`config.mk`:
```
export PLATFORM = sky130hd
export DESIGN_NAME = dff_pipe
export DESIGN_NICKNAME = d
export VERILOG_FILES = /design/src/rtl/dff_pipe_pkg.sv /design/src/rtl/dff_pipe_stage.sv /design/src/rtl/dff_pipe.sv
export SDC_FILE = /design/constraint.sdc
export NUM_CORES = 1
export LEC_CHECK = 0
export CAP_MARGIN = 20
export CORE_MARGIN = 2
export CORE_UTILIZATION = 35
export CTS_CLUSTER_SIZE = 24
export DETAILED_ROUTE_END_ITERATION = 8
export DONT_BUFFER_PORTS = 1
export HOLD_SLACK_MARGIN = 0.05
export PLACE_DENSITY_LB_ADDON = 0.08
export SYNTH_ARGS = -nofsm -noshare
export SYNTH_HDL_FRONTEND = slang
export SYNTH_HIERARCHICAL = 1
export SYNTH_SLANG_ARGS = --single-unit
```
`constraint.sdc`:
```
create_clock -name clk -period 4 [get_ports clk]
set_input_delay 0.4 -clock clk [delete_from_list [all_inputs] [get_ports clk]]
set_output_delay 0.4 -clock clk [all_outputs]
set_load 0.01 [all_outputs]
```
`src/rtl/dff_pipe_pkg.sv`:
```
// Shared constants and helpers for the dff_pipe elastic register pipeline.
// Default geometry, occupancy-counter width and a population count for checks.
package dff_pipe_pkg;

  localparam int DFF_PIPE_WIDTH = 8;
  localparam int DFF_PIPE_DEPTH = 3;

  // Bits needed to count 0..depth valid stages.
  function automatic int occ_width(input int depth);
    return (depth < 1) ? 1 : $clog2(depth + 1);
  endfunction

  function automatic int popcount(input logic [63:0] bits, input int n);
    int cnt;
    cnt = 0;
    for (int i = 0; i < n; i++) begin
      if (bits[i]) cnt++;
    end
    return cnt;
  endfunction

endpackage

```
`src/rtl/dff_pipe_stage.sv`:
```
// One elastic pipeline stage: a valid flag plus a data register.
// Build option DFF_PIPE_DATA_RST_EN adds an asynchronous reset to the data register.
module dff_pipe_stage
  import dff_pipe_pkg::*;
#(
  parameter int WIDTH = DFF_PIPE_WIDTH
) (
  input  logic             clk,
  input  logic             reset,
  input  logic             flush,
  input  logic             load,
  input  logic             up_valid,
  input  logic [WIDTH-1:0] up_data,
  output logic             valid,
  output logic [WIDTH-1:0] data
);

  // load is this stage's ready: empty, or the downstream chain is moving.
  always_ff @(posedge clk or posedge reset) begin
    if (reset) begin
      valid <= 1'b0;
    end else if (flush) begin
      valid <= 1'b0;
    end else if (load) begin
      valid <= up_valid;
    end
  end

  // Data only changes when a real beat arrives, so a held beat stays stable.
`ifdef DFF_PIPE_DATA_RST_EN
  always_ff @(posedge clk or posedge reset) begin
    if (reset) begin
      data <= '0;
    end else if (load && up_valid) begin
      data <= up_data;
    end
  end
`else
  always_ff @(posedge clk) begin
    if (load && up_valid) begin
      data <= up_data;
    end
  end
`endif

endmodule

```
`src/rtl/dff_pipe.sv`:
```
// Elastic WIDTH x DEPTH register pipeline with valid/ready on both sides,
// bubble collapsing, synchronous flush and a registered occupancy count.
// Build option DFF_PIPE_DATA_RST_EN resets the data registers to zero.
//
// Handshake: a beat moves across a boundary on a rising edge only when the
// sender's valid and the receiver's ready are both high in that cycle; valid
// never depends on ready, and ready may depend combinationally on out_ready_i.
module dff_pipe
  import dff_pipe_pkg::*;
#(
  parameter int WIDTH = DFF_PIPE_WIDTH,
  parameter int DEPTH = DFF_PIPE_DEPTH
) (
  input  logic                       clk,
  input  logic                       reset,
  input  logic                       flush_i,
  input  logic                       in_valid_i,
  input  logic [WIDTH-1:0]           in_data_i,
  output logic                       in_ready_o,
  output logic                       out_valid_o,
  output logic [WIDTH-1:0]           out_data_o,
  input  logic                       out_ready_i,
  output logic [$clog2(DEPTH+1)-1:0] occ_o
);

  localparam int OCC_W = occ_width(DEPTH);

  logic [DEPTH-1:0] vld;
  logic [DEPTH-1:0] rdy;
  logic [DEPTH-1:0] up_vld;
  logic [WIDTH-1:0] dat    [DEPTH];
  logic [WIDTH-1:0] up_dat [DEPTH];
  logic             chain;
  logic             in_fire;
  logic             out_fire;
  logic [OCC_W-1:0] occ;

  // Ready ripples from the output back to the input; an empty stage breaks it.
  always_comb begin
    rdy   = '0;
    chain = out_ready_i;
    for (int k = DEPTH - 1; k >= 0; k--) begin
      rdy[k] = !vld[k] || chain;
      chain  = rdy[k];
    end
  end

  for (genvar k = 0; k < DEPTH; k++) begin : g_stage
    if (k == 0) begin : g_head
      assign up_vld[k] = in_valid_i;
      assign up_dat[k] = in_data_i;
    end else begin : g_body
      assign up_vld[k] = vld[k-1];
      assign up_dat[k] = dat[k-1];
    end

    dff_pipe_stage #(
      .WIDTH(WIDTH)
    ) u_stage (
      .clk     (clk),
      .reset   (reset),
      .flush   (flush_i),
      .load    (rdy[k]),
      .up_valid(up_vld[k]),
      .up_data (up_dat[k]),
      .valid   (vld[k]),
      .data    (dat[k])
    );
  end

  assign in_ready_o  = rdy[0] && !flush_i;
  assign out_valid_o = vld[DEPTH-1] && !flush_i;
  assign out_data_o  = dat[DEPTH-1];

  assign in_fire  = in_valid_i && in_ready_o;
  assign out_fire = out_valid_o && out_ready_i;

  // Beats enter only at stage 0 and leave only at the last stage, so a
  // running in/out balance equals the number of set valid bits.
  always_ff @(posedge clk or posedge reset) begin
    if (reset) begin
      occ <= '0;
    end else if (flush_i) begin
      occ <= '0;
    end else begin
      occ <= occ + OCC_W'(in_fire) - OCC_W'(out_fire);
    end
  end

  assign occ_o = occ;

  occ_matches_vld : assert property (
    @(posedge clk) disable iff (reset) int'(occ) == popcount(64'(vld), DEPTH)
  );

endmodule

```
==> results of run 1 <==
[worst reg2reg max path, cell delays in order (launching register included)]
cell and delay (ns):
dfrtp_1 0.40, nor2b_1 0.28, and2_1 0.19, ha_1 0.23, inv_1 0.06, ha_1 0.14
xnor3_1 0.21, nor2_1 0.08
[metal layers]
layer	share of wire	vias up	GRT usage
li1	-	212	-
met1	0.41	222	0.0990
met2	0.50	15	0.146
met3	0.055	4	0.0549
met4	0.026	0	0.0698
met5	0	-	0
[worst min path at each step]
stage / startpoint / end / slack, ns / cells after the start
global route: flush_i / g_stage[2].u_stage/valid$_DFFE_PP0P_ / 0.12 / 1
global placement: reset / g_stage[2].u_stage/valid$_DFFE_PP0P_ / 0.13 / 1
CTS: flush_i / g_stage[2].u_stage/valid$_DFFE_PP0P_ / 0.12 / 1
detailed placement: reset / g_stage[2].u_stage/valid$_DFFE_PP0P_ / 0.13 / 1
floorplan: reset / g_stage[0].u_stage/valid$_DFFE_PP0P_ / 0.13 / 1
finish: flush_i / g_stage[2].u_stage/valid$_DFFE_PP0P_ / 0.13 / 1
[metrics by stage]
stage	utilization	power, mW	hold WS [ns]
finish	0.408	0.528	0.134
global route	0.408	0.555	0.117
CTS	0.408	0.541	0.118
detailed placement	0.386	0.374	0.132
global placement	0.386	0.373	0.131
floorplan	-	0.369	0.129
[power by group]
group | leakage [nW] | switching, mW | internal, mW | total (mW)
clock network | 0.0320 | 0.0936 | 0.0667 | 0.160
registers | 0.294 | 0.00731 | 0.345 | 0.352
logic | 0.122 | 0.00890 | 0.00683 | 0.0157
total | 0.447 | 0.110 | 0.419 | 0.528
[cell type report]
class                   count  share of cell area
flip-flops and latches     29               0.745
multi-input cells          21               0.150
clock buffers               6              0.0364
well taps                  31              0.0342
inverters                   5              0.0165
clock inverters             2             0.00882
repair buffers              1             0.00882
[cells in the mapped netlist, drive strengths merged]
library cell | instances | area share
inv | 5 | 0.018
nor2 | 4 | 0.015
dfrtp | 5 | 0.12
nand4b | 1 | 0.0085
ha | 2 | 0.024
nor2b | 3 | 0.018
nand3b | 2 | 0.015
and2 | 4 | 0.028
mux2i | 3 | 0.029
xnor3 | 1 | 0.022
nand2b | 1 | 0.0060
edfxtp | 24 | 0.70
[state kept, by name (all words and copies together) (netlist names)]
register and cells:
occ_o 2, g_stage.u_stage/valid 3, g_stage.u_stage/data 24
[cell families (layout without fill, tap and decap cells)]
kind of cell,after synthesis,in the layout,synth area share
XOR/XNOR,1,1,0.0218
AND/OR/NAND/NOR,15,15,0.0895
buffers and inverters,5,14,0.0181
flip-flops,29,29,0.817
multiplexers,3,3,0.0290
adder cells (fa/ha/maj),2,2,0.0242
==> results.md, run 1 <==
- Cell Chain, Critical Path: nor2b_1 -> and2_1 -> ha_1 -> inv_1 -> ha_1 -> xnor3_1 -> nor2_1
- CTS Sinks: 29
- DIE HEIGHT: 58.4 µm
- Hold Vio Cnt, Final: 0
- Fin Setup TNS: 0 ns
- Worst EP arrival: 1.90 ns
- Maximum VDD drop: 295 µV
- RSZ-0062 raised after global routing: false
- FF-to-FF End: occ_o[1]$_DFF_PP0_
- Clk_lat worst skew: 0.32 ns
- Hold crit path type: in -> reg
- Via count: 453
- FF/Latch Area: 846 µm²
- Mapped cell area: 1030 µm²
- Max clock buf depth: 2
- R2r setup slk: 2.35 ns
- H-tree depth: 2
- Die Width: 58.4 µm
- Final GP Congestion: 0.665
- Final Critical Period: 1.65 ns
- Worst Tran Pin Value: 0.262 ns
- I/O Buffers: 0
- Post-CTS setup buffers: 0
- CP top delay family: simple AND/OR/NAND/NOR gates
- DRC viols: 0
- Crit Path Category: reg -> reg
- Max Slew Vio Count: 0
- DR pass1 iterations: 3
- GRT Residual Overflow: 0
- Post-Place Cells: 86
- P per Cell Area: 466 nW/µm²
- Hpwl dp: 937 µm
- First-pass GRT wire length: 2150 µm
- Avg Cell Area, Syn: 18.8 µm²
- Critical path required time: 4.25 ns
- Area of the multi-input gates: 170 µm²
- Endpoints failing setup: 0
- Crit path to: occ_o[1]$_DFF_PP0_
- WL per Instance: 14.2 µm
- Post-route clock skew: 0.00903 ns
- Crit Path Max Fanout: 5
- # rows: 19
- Reg2reg path depth: 7
- Post-synthesis sequential element count: 29
- Layout area overhead: 9.67%
- Fmax: 606 MHz
- Crit. Startpoint: g_stage[2].u_stage/valid$_DFFE_PP0P_
- Maxcap violations: 0
- DRT antenna net count: 0
- TritonCTS Buffers: 5
- Nets: 78
- Post_cts resized: 0
- Largest net degree at the start of global routing: 10
- Starting DRT DRC Count: 9
- Max incr delay on CP: 0.40 ns
- Period utilization: 0.413
- Run status: complete, no violations
- Total GRT Usage: 0.0963
- CTS Root Cell: clkbuf_4
- Commonest cells after routing, fill and taps aside: edfxtp_1 (24), inv_1 (5), clkbuf_4 (5), dfrtp_1 (5), nor2_1 (4)
- Vias in the first global route: 465
- Via/cell ratio: 4.77
- CTS tree: yes
- Design Area, Final: 1130 µm²
- Core ar.: 2780 µm²
- Place WS: 2.36 ns
- Post-Syn Nets: 70
- Cts hold-fix bufs: 1
- WP depth: 7
- Placed Area: 1070 µm²
- Die footprint: 3410 µm²
- YS warnings: 6
- Cells after Synth: 55
- Post-route setup slack: 2.35 ns
- WL final: 1350 µm
- Most common cell after layout, fill and taps aside: edfxtp_1
- Most frequent cell on the critical path: ha_1
- Yosys cell types: 13
- Worst setup EP type: flip-flop
- Worst-path clk slew: 0.09 ns
- Io pins: 25
- Max-slew headroom: 0.825
- Startpoint Class: flip-flop
- Layout cells sized above 1: 0.156
- Slowest stage cell, crit path: dfrtp_1
- Initial Util: 0.372
- FF-to-FF Start: g_stage[2].u_stage/valid$_DFFE_PP0P_
- Pleak: 0.447 nW
- Critical path buffers and inverters: 1
- # diodes: 0
- Number of fill cells: 251
- Non-filler cells, final: 95
- Antenna violations before repair: 0
- Register area share after synthesis: 0.817
Power figures use the tool's default switching activity.
==> run 2, diff against run 1 <==
==> constraint.sdc (replaced) <==
create_clock -name clk -period 1.5 [get_ports clk]
set_input_delay 0.15 -clock clk [delete_from_list [all_inputs] [get_ports clk]]
set_output_delay 0.15 -clock clk [all_outputs]
set_load 0.01 [all_outputs]
==> results.md, run 2 (synthesis gave the netlist of run 1 again) <==
- Run status: finished with violations
- Failing checks: negative hold slack
- Initial Util: 0.372
- Via/cell ratio: 4.46
- Startpoint Class: flip-flop
- CTS tree: yes
- DRC viols: 0
- Max clock buf depth: 2
- Slowest stage cell, crit path: dfrtp_1
- Layout area overhead: 24.5%
- DR pass1 iterations: 4
- Starting DRT DRC Count: 8
- Crit Path Category: reg -> reg
- Clk_lat worst skew: 0.31 ns
- Max Slew Vio Count: 0
- GRT Residual Overflow: 0
- Cell Chain, Critical Path: nand4b_1 -> nand3b_1 -> ha_4 -> inv_2 -> ha_4 -> xnor3_1 -> nor2_1
- H-tree depth: 2
- Hold crit path type: in -> reg
- Most frequent cell on the critical path: ha_4
- # rows: 19
- Max FFs per register: 24
- Total GRT Usage: 0.0973
- Hold Vio Cnt, Final: 5
- Via count: 482
- Antenna violations before repair: 0
- Max-slew headroom: 0.858
- Vias in the first global route: 493
- RSZ-0062 raised after global routing: true
- CTS Sinks: 29
- Maxcap violations: 0
- Crit Path Max Fanout: 2
- First-pass GRT wire length: 2160 µm
- Final Critical Period: 1.46 ns
- Core ar.: 2780 µm²
- Largest net degree at the start of global routing: 9
- Layout cells sized above 1: 0.247
- I/O Buffers: 0
- Period utilization: 0.976
- # diodes: 0
- Die Width: 58.4 µm
- CTS Root Cell: clkbuf_4
- Commonest cells after routing, fill and taps aside: edfxtp_1 (24), dlygate4sd3_1 (9), buf_4 (6), clkbuf_4 (5), dfrtp_1 (5)
- PnR Total Power: 1.40 mW
- Nets: 92
- Hold_ws: -0.103 ns
- Io pins: 25
- Die footprint: 3410 µm²
- DRT antenna net count: 0
- Maximum VDD drop: 665 µV
- Post-route clock skew: 0.00450 ns
- Pleak: 0.504 nW
- Endpoints failing setup: 0
- Fin util: 0.463
- DIE HEIGHT: 58.4 µm
- WL per Instance: 13.1 µm
- Worst-path clk slew: 0.08 ns
- TritonCTS Buffers: 5
- Fmax: 683 MHz
- P per Cell Area: 1090 nW/µm²
- Most common cell after layout, fill and taps aside: edfxtp_1
- WL final: 1410 µm
- Worst EP arrival: 1.67 ns
- Hpwl dp: 938 µm
- Worst setup EP type: flip-flop
- Cts hold-fix bufs: 9
- Critical path required time: 1.71 ns
- Max incr delay on CP: 0.39 ns
- Largest Register: g_stage.u_stage/data
- Worst Tran Pin Value: 0.213 ns
- Final GP Congestion: 0.673
[run 2: routing by layer]
layer | part of all wire | GRT usage | vias up
li1 | - | - | 238
met1 | 0.43 | 0.108 | 219
met2 | 0.48 | 0.133 | 20
met3 | 0.065 | 0.0505 | 5
met4 | 0.022 | 0.0897 | 0
met5 | 0 | 0 | -
[run 2: final timing paths]
| path | from | endpoint | slack [ns] | cells past startpoint |
|---|---|---|---|---|
| max in group asynchronous | reset | occ_o[0]$_DFF_PP0_ | 1.18 | 2 |
| max | g_stage[0].u_stage/valid$_DFFE_PP0P_ | occ_o[1]$_DFF_PP0_ | 0.04 | 7 |
| min in group asynchronous | reset | g_stage[2].u_stage/valid$_DFFE_PP0P_ | 0.19 | 2 |
| max reg2reg | g_stage[0].u_stage/valid$_DFFE_PP0P_ | occ_o[1]$_DFF_PP0_ | 0.04 | 7 |
| min | flush_i | g_stage[1].u_stage/valid$_DFFE_PP0P_ | -0.10 | 1 |
| min reg2reg | g_stage[1].u_stage/data[7]$_DFFE_PP_ | g_stage[2].u_stage/data[7]$_DFFE_PP_ | 0.42 | 0 |
[run 2: timing repair]
| action | CTS | global route |
|---|---|---|
| resized for setup | 0 | 5 |
| endpoints found under the setup margin | 1 | 2 |
| hold endpoints to repair | 18 | 5 |
| setup buffers | 0 | 1 |
| pin swaps | 4 | 4 |
[run 2: cell type report]
cell class	count	area (µm²)
clock buffers	6	41.3
clock inverters	1	3.75
fillers	243	1490
inverters	5	18.8
multi-input cells	21	205
flip-flops and latches	29	846
well taps	31	38.8
repair buffers	15	135
[run 2: worst max-delay path, delay by kind of cell, from the launching register on]
family | cells | cell delay [ns]
buf+inv | 1 | 0.04
flops | 1 | 0.39
fa+ha+maj | 2 | 0.44
xor+xnor | 1 | 0.18
simple gates | 3 | 0.31
[run 2: stage by stage]
stage	hold slack, ns	instances	setup WS (ns)	setup TNS (ns)	area [µm²]
after floorplan	-0.121	55	0.0230	0	1040
after global placement	-0.119	91	0.0174	0	1120
after detailed placement	-0.118	91	0.00392	0	1120
after CTS	-0.129	107	-0.0141	-0.0141	1250
after global routing	-0.143	108	-0.0488	-0.0488	1290
final	-0.103	108	0.0367	0	1290
[run 2: where the power goes]
part | total (mW) | internal, mW | leakage [nW] | switching (mW)
combinational | 0.0725 | 0.0414 | 0.184 | 0.0311
sequential | 0.939 | 0.920 | 0.294 | 0.0193
clock | 0.393 | 0.169 | 0.0258 | 0.223
total | 1.40 | 1.13 | 0.504 | 0.274
